$ cat config.mk
export PLATFORM = sky130hd
export DESIGN_NAME = demorgan_seq
export DESIGN_NICKNAME = d
export VERILOG_FILES = /design/src/rtl/demorgan_pkg.sv /design/src/rtl/demorgan_seq_if.sv /design/src/rtl/demorgan_golden.sv /design/src/rtl/demorgan_seq.sv
export SDC_FILE = /design/constraint.sdc
export NUM_CORES = 1
export LEC_CHECK = 0
export CORE_MARGIN = 1.5
export CORE_UTILIZATION = 40
export DETAILED_ROUTE_END_ITERATION = 8
export PLACE_DENSITY_LB_ADDON = 0.12
export RECOVER_POWER = 50
export SYNTH_ARGS = -nofsm -noshare
export SYNTH_HDL_FRONTEND = slang
export SYNTH_SLANG_ARGS = --single-unit
$ cat constraint.sdc
create_clock -name clk -period 1.48 [get_ports clk]
set_input_delay 0.444 -clock clk [delete_from_list [all_inputs] [get_ports clk]]
set_output_delay 0.444 -clock clk [all_outputs]
set_load 0.03 [all_outputs]
$ cat src/rtl/demorgan_pkg.sv
// Shared types for the De Morgan datapath sequencer: FSM states, vector count,
// vector index type and the index-to-stimulus mapping.
package demorgan_pkg;

    typedef enum logic [2:0] {
        ST_IDLE   = 3'd0,
        ST_APPLY  = 3'd1,
        ST_SETTLE = 3'd2,
        ST_CHECK  = 3'd3,
        ST_DONE   = 3'd4
    } state_t;

    localparam int NUM_VECTORS = 4;

    typedef logic [1:0] vec_idx_t;

    // Vector i drives {a,b} = i, so a is the index MSB and b the LSB.
    function automatic logic vec_a(input vec_idx_t idx);
        return idx[1];
    endfunction

    function automatic logic vec_b(input vec_idx_t idx);
        return idx[0];
    endfunction

endpackage

$ cat src/rtl/demorgan_seq_if.sv
// Stimulus/result bundle between the sequencer and the gate datapath under test.
interface demorgan_seq_if;
    logic a;
    logic b;
    logic nAandnB;
    logic nPAorBP;
    logic nAornB;
    logic nPAandBP;

    modport master (output a, output b,
                    input nAandnB, input nPAorBP, input nAornB, input nPAandBP);
    modport slave  (input a, input b,
                    output nAandnB, output nPAorBP, output nAornB, output nPAandBP);
    modport check  (input a, input b,
                    input nAandnB, input nPAorBP, input nAornB, input nPAandBP);
endinterface

$ cat src/rtl/demorgan_golden.sv
// Combinational reference comparison: flags any datapath result that disagrees
// with the De Morgan identities for the applied a/b.
module demorgan_golden (
    demorgan_seq_if.check dp,
    output logic          mismatch
);
    logic w_nor;
    logic w_nand;

    assign w_nor  = ~(dp.a | dp.b);
    assign w_nand = ~(dp.a & dp.b);

    assign mismatch = (dp.nAandnB  != w_nor)  |
                      (dp.nPAorBP  != w_nor)  |
                      (dp.nAornB   != w_nand) |
                      (dp.nPAandBP != w_nand);
endmodule

$ cat src/rtl/demorgan_seq.sv
// Exhaustive 4-vector self-check sequencer for a De Morgan gate datapath.
// Optional build macro DEMORGAN_SEQ_STOP_ON_FAIL_EN ends the run at the first failing vector.
module demorgan_seq
    import demorgan_pkg::*;
#(
    parameter int SETTLE_CYCLES = 1
) (
    input  logic       clk,
    input  logic       reset,
    input  logic       start,
    output logic       seq_a,
    output logic       seq_b,
    input  logic       in_nAandnB,
    input  logic       in_nPAorBP,
    input  logic       in_nAornB,
    input  logic       in_nPAandBP,
    output logic       busy,
    output logic       done,
    output logic       pass,
    output logic [2:0] err_count,
    output logic [3:0] fail_vec
);
    localparam logic [3:0] SETTLE_LAST = 4'(SETTLE_CYCLES - 1);
    localparam vec_idx_t   LAST_IDX    = vec_idx_t'(NUM_VECTORS - 1);
    localparam logic [2:0] ERR_MAX     = 3'(NUM_VECTORS);

    state_t     r_state;
    vec_idx_t   r_idx;
    logic [3:0] r_cnt;
    logic       r_seq_a;
    logic       r_seq_b;
    logic       r_busy;
    logic       r_done;
    logic       r_pass;
    logic [2:0] r_err;
    logic [3:0] r_fail;

    state_t     w_state_nxt;
    vec_idx_t   w_idx_nxt;
    logic [3:0] w_cnt_nxt;
    logic       w_seq_a_nxt;
    logic       w_seq_b_nxt;
    logic       w_pass_nxt;
    logic [2:0] w_err_nxt;
    logic [3:0] w_fail_nxt;
    logic       w_last;
    logic       w_mismatch;

    demorgan_seq_if u_dp_if ();

    assign u_dp_if.a        = r_seq_a;
    assign u_dp_if.b        = r_seq_b;
    assign u_dp_if.nAandnB  = in_nAandnB;
    assign u_dp_if.nPAorBP  = in_nPAorBP;
    assign u_dp_if.nAornB   = in_nAornB;
    assign u_dp_if.nPAandBP = in_nPAandBP;

    demorgan_golden u_golden (
        .dp       (u_dp_if.check),
        .mismatch (w_mismatch)
    );

    // Next-state and next-value logic for the run sequencer.
    always_comb begin
        w_state_nxt = r_state;
        w_idx_nxt   = r_idx;
        w_cnt_nxt   = r_cnt;
        w_seq_a_nxt = r_seq_a;
        w_seq_b_nxt = r_seq_b;
        w_pass_nxt  = r_pass;
        w_err_nxt   = r_err;
        w_fail_nxt  = r_fail;
        w_last      = 1'b0;

        case (r_state)
            ST_IDLE: begin
                if (start) begin
                    w_state_nxt = ST_APPLY;
                    w_idx_nxt   = vec_idx_t'(0);
                    w_seq_a_nxt = vec_a(vec_idx_t'(0));
                    w_seq_b_nxt = vec_b(vec_idx_t'(0));
                    w_pass_nxt  = 1'b0;
                    w_err_nxt   = 3'd0;
                    w_fail_nxt  = 4'd0;
                end else begin
                    w_state_nxt = ST_IDLE;
                end
            end
            ST_APPLY: begin
                w_cnt_nxt   = 4'd0;
                w_state_nxt = ST_SETTLE;
            end
            ST_SETTLE: begin
                if (r_cnt == SETTLE_LAST) begin
                    w_state_nxt = ST_CHECK;
                end else begin
                    w_cnt_nxt = r_cnt + 4'd1;
                end
            end
            ST_CHECK: begin
                if (w_mismatch) begin
                    w_fail_nxt[r_idx] = 1'b1;
                    w_err_nxt = (r_err == ERR_MAX) ? ERR_MAX : r_err + 3'd1;
                end else begin
                    w_err_nxt = r_err;
                end
`ifdef DEMORGAN_SEQ_STOP_ON_FAIL_EN
                w_last = (r_idx == LAST_IDX) || w_mismatch;
`else
                w_last = (r_idx == LAST_IDX);
`endif
                if (w_last) begin
                    w_state_nxt = ST_DONE;
                    w_pass_nxt  = (w_err_nxt == 3'd0);
                end else begin
                    w_state_nxt = ST_APPLY;
                    w_idx_nxt   = r_idx + vec_idx_t'(1);
                    w_seq_a_nxt = vec_a(r_idx + vec_idx_t'(1));
                    w_seq_b_nxt = vec_b(r_idx + vec_idx_t'(1));
                end
            end
            ST_DONE: begin
                w_state_nxt = ST_IDLE;
            end
            default: begin
                w_state_nxt = ST_IDLE;
            end
        endcase
    end

    // State and output registers; busy/done are decoded from the next state so they align with it.
    always_ff @(posedge clk) begin
        if (reset) begin
            r_state <= ST_IDLE;
            r_idx   <= vec_idx_t'(0);
            r_cnt   <= 4'd0;
            r_seq_a <= 1'b0;
            r_seq_b <= 1'b0;
            r_busy  <= 1'b0;
            r_done  <= 1'b0;
            r_pass  <= 1'b0;
            r_err   <= 3'd0;
            r_fail  <= 4'd0;
        end else begin
            r_state <= w_state_nxt;
            r_idx   <= w_idx_nxt;
            r_cnt   <= w_cnt_nxt;
            r_seq_a <= w_seq_a_nxt;
            r_seq_b <= w_seq_b_nxt;
            r_busy  <= (w_state_nxt == ST_APPLY) || (w_state_nxt == ST_SETTLE) ||
                       (w_state_nxt == ST_CHECK);
            r_done  <= (w_state_nxt == ST_DONE);
            r_pass  <= w_pass_nxt;
            r_err   <= w_err_nxt;
            r_fail  <= w_fail_nxt;
        end
    end

    assign seq_a     = r_seq_a;
    assign seq_b     = r_seq_b;
    assign busy      = r_busy;
    assign done      = r_done;
    assign pass      = r_pass;
    assign err_count = r_err;
    assign fail_vec  = r_fail;

endmodule

## Yosys cells after proc, flatten, opt, wreduce, memory -nomap -nowiden

Cells that the tools add are included.

- Bits in registers: 21
- Output and inout port bits: 12
- Input bits: 7

- Reduce and logical (&&, ||, !) cells: 13
- Order comparisons: 2
- Mux-type cells: 26
- Equality and inequality tests: 18
- Add/sub/neg operators: 3
- Bitwise logic cells: 8

Operators with widths:

| kind | count |
|---|---|
| 3-bit 2-to-1 mux | 6 |
| 4-bit case mux with 2 select lines | 2 |
| 3-bit by 2-bit == test with 1-bit output, second input constant | 4 |
| 4-bit 2-to-1 mux | 3 |
| 3-bit case mux with 4 select lines | 1 |
| 3-bit AND reduction | 3 |
| 2-bit inequality test, second input constant | 4 |
| 3-bit by 1-bit == test with 1-bit output, second input constant | 2 |
| 3-bit == test, second input constant | 2 |
| 3-bit zero test | 2 |
| 1-bit 2-to-1 mux | 6 |
| 1-bit case mux with 2 select lines | 3 |
| 3-bit case mux with 2 select lines | 1 |
| 4-bit by 1-bit adder with 4-bit output, second input constant | 1 |
| 4-bit zero test | 1 |
| 2-bit 2-to-1 mux | 2 |
| 1-bit inequality test | 4 |
| 1-bit bitwise OR | 4 |
| 4-bit bitwise OR | 1 |
| 2-bit case mux with 2 select lines | 1 |
| 2-bit AND reduction | 2 |
| 2-bit nonzero test | 2 |
| 3-bit by 1-bit adder with 3-bit output, second input constant | 1 |
| 2-bit by 3-bit < comparator with 1-bit output, second input constant | 1 |
| other kinds (9) | 11 |

## Logic depth before layout (Yosys ltp)

- Depth in word-level cells: 11
- Mapped depth: 6

## Cells and area by module

A second synthesis with hierarchy kept.

- Cells, all modules: 116
- Area total of the unflattened synthesis: 1,072.3 µm²

By module, submodules not included:

| module | seq. area each (µm²) | instances | area each (µm²) | cells each |
|---|---|---|---|---|
| demorgan_seq | 380.4 | 1 | 1,016.0 | 108 |
| demorgan_golden | 0.0 | 1 | 56.3 | 8 |

## Least setup slack after synthesis

OpenSTA, ideal clock, no wires.

- Path kind: reg2reg
- From: register r_idx[1]
- To: register r_pass (netlist: pass)
- Clock period less this slack: 1.873 ns
- Cell stages (with the launch flop): 7
- Setup slack: -0.393 ns
- Data arrival time: 1.749 ns
- Required time: 1.356 ns
- Path through: dfxtp_1 -> inv_1 -> ha_1 -> nor3_1 -> o22a_1 -> mux2i_1 -> a22oi_1

- Longest elaborated chain between the ends: 3

RTL lines:

| item | line | RTL |
|---|---|---|
| from (decl) | demorgan_seq.sv:28 | `vec_idx_t r_idx;` |
| from (signal assigned) | demorgan_seq.sv:135 | `r_idx <= vec_idx_t'(0);` |
| from (signal assigned) | demorgan_seq.sv:146 | `r_idx <= w_idx_nxt;` |
| 2-bit == test | demorgan_seq.sv:110 | `w_last = (r_idx == LAST_IDX);` |
| 2-bit inequality test (no line) | n/a |  |
| 3-bit AND reduction (no line) | n/a |  |
| to (signal assigned) | demorgan_seq.sv:153 | `r_pass <= w_pass_nxt;` |
| to (decl) | demorgan_seq.sv:34 | `logic r_pass;` |

Every way passes these cells.
A chain may end at the register's enable or synchronous reset.

## Worst setup path after layout

- From: register r_seq_b (netlist: seq_b)
- To: register r_pass (netlist: pass)

- Longest elaborated chain between the ends: 11

RTL lines:

| item | line | RTL |
|---|---|---|
| from (decl) | demorgan_seq.sv:31 | `logic r_seq_b;` |
| from (signal assigned) | demorgan_seq.sv:149 | `r_seq_b <= w_seq_b_nxt;` |
| 1-bit bitwise OR | demorgan_golden.sv:10 | `assign w_nor = ~(dp.a \| dp.b);` |
| 1-bit inverter | demorgan_golden.sv:10 |  |
| 1-bit inequality test (on tied branches) | demorgan_golden.sv:13, demorgan_golden.sv:14 |  |
| 1-bit bitwise OR | demorgan_golden.sv:13 | `assign mismatch = (dp.nAandnB != w_nor) \|` |
| 1-bit bitwise OR | demorgan_golden.sv:14 | `(dp.nPAorBP != w_nor) \|` |
| 1-bit bitwise OR * | demorgan_golden.sv:15 | `(dp.nAornB != w_nand) \|` |
| 3-bit 2-to-1 mux * | demorgan_seq.sv:101 | `if (w_mismatch) begin` |
| 3-bit 2-to-1 mux * | demorgan_seq.sv:75 | `case (r_state)` |
| 3-bit zero test * | demorgan_seq.sv:114 | `w_pass_nxt = (w_err_nxt == 3'd0);` |
| 1-bit 2-to-1 mux * | demorgan_seq.sv:112 | `if (w_last) begin` |
| 1-bit case mux with 2 select lines * | demorgan_seq.sv:75 |  |

Mark *: on every way between the ends. The rest lies on a longest branch, timed or not. The select of a mux whose other input is x is not followed.

==> summary.md <==
| Metric | Value |
|---|---|
| Util after Layout | `0.607` |
| Register area | `400 um2` |
| Hold WC Path Type | `register to register` |
| Area of the multi-input gates | `808 um2` |
| Drt total wl | `2780 um` |
| RSZ-0062 raised after global routing | `yes` |
| Critical Path AT | `1.67 ns` |
| Hold slack | `0.498 ns` |
| Maxcap violations | `0` |
| Crit Path Category | `register to register` |
| Post-layout min period | `1.47 ns` |
| Worst-Margin Slew | `0.353 ns` |
| DR DRC count | `0` |
| R2r worst-path depth | `6` |
| Post-Place Worst Slack | `-0.436 ns` |
| Slew margin rel. | `0.759` |
| RR Startpoint | `seq_b` |
| GRT overflow | `0` |
| Async SR Flop Fraction | `0` |
| Max VDD drop | `0.000667 V` |
| Overall Power | `1.23 mW` |
| Avg Vias per Cell | `5.39` |
| Initial Util | `0.416` |
| Worst r2r dst | `pass` |
| Clk slew on worst S/H paths | `0.13 ns` |
| Leak | `0.642 nW` |
| Final Hold Fails | `0` |
| Tcrit/Tclk final | `0.993` |
| Post-synth top flop | `dfxtp_1` |
| Final antenna-violating net count | `0` |
| Detail Placement HPWL | `1940 um` |
| Power per cell area | `747 nW/um2` |
| Post-Syn Area per Cell | `9.33 um2` |
| Number of antenna diodes | `0` |
| Post-route clock skew | `0.00867 ns` |
| GRT Util Overall | `0.184` |
| Vias | `1035` |
| Yosys warnings | `0` |
| Critical Path Sink | `pass` |
| Worst Slack Setup Final | `0.0105 ns` |
| Largest net degree at the start of global routing | `15` |
| Crit end category | `register` |
| Die H | `56.1 um` |
| Most frequent cells in the layout | `buf_4 (24), nor2_1 (12), dfxtp_1 (11), inv_2 (7), ha_1 (7)` |
| Worst skew pair latency | `0.30 ns` |
| Root buf cell | `clkbuf_4` |
| Critical path fanouts, max | `4` |
| Final GP Congestion | `0.731` |
| I/O pins | `19` |
| Net Sw Power | `0.418 mW` |
| Final net count | `179` |
| CTS sink cnt | `19` |
| Total CTS buffers | `3` |
| Initial antenna violation count | `0` |
| Placed instance count | `183` |
| Number of enable flip-flop cells after synthesis | `0` |
| Most common cell after layout, fill and taps aside | `buf_4` |
| Cell area after synthesis | `1130 um2` |
| Mapped Nets | `138` |
| Seq cells post-synth | `19` |
| CTS tree | `built` |
| Area growth from synthesis to layout | `45.7%` |
| Status | `finished, final reports clean` |
| Crit path launch type | `register` |
| Die Wd | `56.1 um` |
| Non-filler cells, final | `192` |
| Flop-to-flop setup slack | `0.01 ns` |
| Setup TNS | `0 ns` |
| Worst setup path startpoint | `seq_b` |
| Max frequency | `681 MHz` |
| Cts hold-fix bufs | `0` |
| Mapped Cells | `121` |
| WL per Instance | `14.5 um` |
| Clk pwr share | `0.233` |
| Die Footprint | `3150 um2` |
| Critical Path RT | `1.68 ns` |
| Initial drt markers | `23` |
| Internal | `0.810 mW` |
| Core ar. | `2710 um2` |
| Share of layout cells above drive strength 1 | `0.478` |
| Slew Viols, Final | `0` |
| Cell area after layout | `1640 um2` |
| DR pass1 iterations | `4` |
| # fillers | `253` |
| CTS Buffer Depth | `2` |
| First-pass GRT wire length | `4630 um` |
| Placed Instance Area | `1460 um2` |
| Post-synth cell types | `48` |
| # rows | `19` |
| Post-synthesis sequential area ratio | `0.337` |
| CTS H-tree depth | `1` |
| Part of the power in registers | `0.474` |
| Switching Fraction | `0.340` |
| Vias in the first global route | `1020` |
| Combinational power share | `0.293` |
| # setup viols final | `0` |
| Port-buffer cells | `18` |
-- how the worst min path moves through the flow --
stage / start / endpoint / slack [ns] / cells past startpoint
final: fail_vec[1] / fail_vec[1] / 0.50 / 2
after global routing: err_count[1] / err_count[1] / 0.53 / 2
after CTS: fail_vec[2] / fail_vec[2] / 0.50 / 2
after detailed placement: fail_vec[0] / fail_vec[0] / 0.46 / 2
after global placement: fail_vec[2] / fail_vec[2] / 0.45 / 2
after floorplan: r_cnt[2] / r_cnt[2] / 0.49 / 2
-- area by class of cell --
class | count | area share
Clock buffer | 3 | 0.0137
Clock inverter | 1 | 0.00381
Inverter | 11 | 0.0266
Multi-Input combinational cell | 86 | 0.492
Sequential cell | 19 | 0.244
Tap cell | 31 | 0.0236
Timing Repair Buffer | 41 | 0.197
-- metal layers --
layer	part of all wire	wire (um)	track usage	up-vias
li1	-	-	-	525
met1	0.48	1340	0.242	489
met2	0.48	1350	0.313	19
met3	0.029	82	0.0233	2
met4	0.0057	16	0.0612	0
met5	0	0	0	-
-- what timing repair did --
action / in CTS / in global routing
endpoints found under the setup margin: 16 / 19
resized for setup: 34 / 25
setup buffers: 1 / 4
pin swaps: 5 / 15
hold endpoints to repair: 0 / 0
-- flip-flops by register name, indices dropped and copies added (netlist names) --
signal     cells
r_idx          1
pass           1
done           1
seq_b          1
r_cnt          4
busy           1
r_state        3
fail_vec       4
err_count      3
-- critical path, stage by stage (launching register included) --
cell and delay [ns]:
dfxtp_4 0.40, inv_4 0.04, ha_4 0.16, nor3_4 0.22
o22a_2 0.25, mux2i_1 0.19, a22oi_1 0.10
-- power by group through the flow --
stage / combinational [mW] / sequential [mW] / clock (mW)
6_report: 0.360 / 0.582 / 0.286
5_1_grt: 0.390 / 0.586 / 0.319
4_1_cts: 0.335 / 0.576 / 0.299
3_5_place_dp: 0.324 / 0.586 / 0
3_3_place_gp: 0.317 / 0.585 / 0
2_1_floorplan: 0.185 / 0.596 / 0
-- Yosys cell counts, types with 3 or more instances --
cell     count  area (um2)
a21oi_1      3        15.0
a31oi_1      6        37.5
dfxtp_1     19         380
ha_1        10         125
inv_1       10        37.5
mux2i_1      3        30.0
nand2_1      3        11.3
nand3_1      3        15.0
nor2_1      12        45.0
nor3_1       3        15.0
-- logic make-up after synthesis --
logic type / count (synthesis) / share of synthesized area
flip-flops: 19 / 0.337
XOR/XNOR: 1 / 0.00776
AND/OR/NAND/NOR: 39 / 0.218
buffers and inverters: 16 / 0.0676
adder cells (fa/ha/maj): 10 / 0.111
multiplexers: 3 / 0.0266
AO/OA/AOI/OAI: 33 / 0.232
Note: power is estimated with default switching activity, not from simulation.
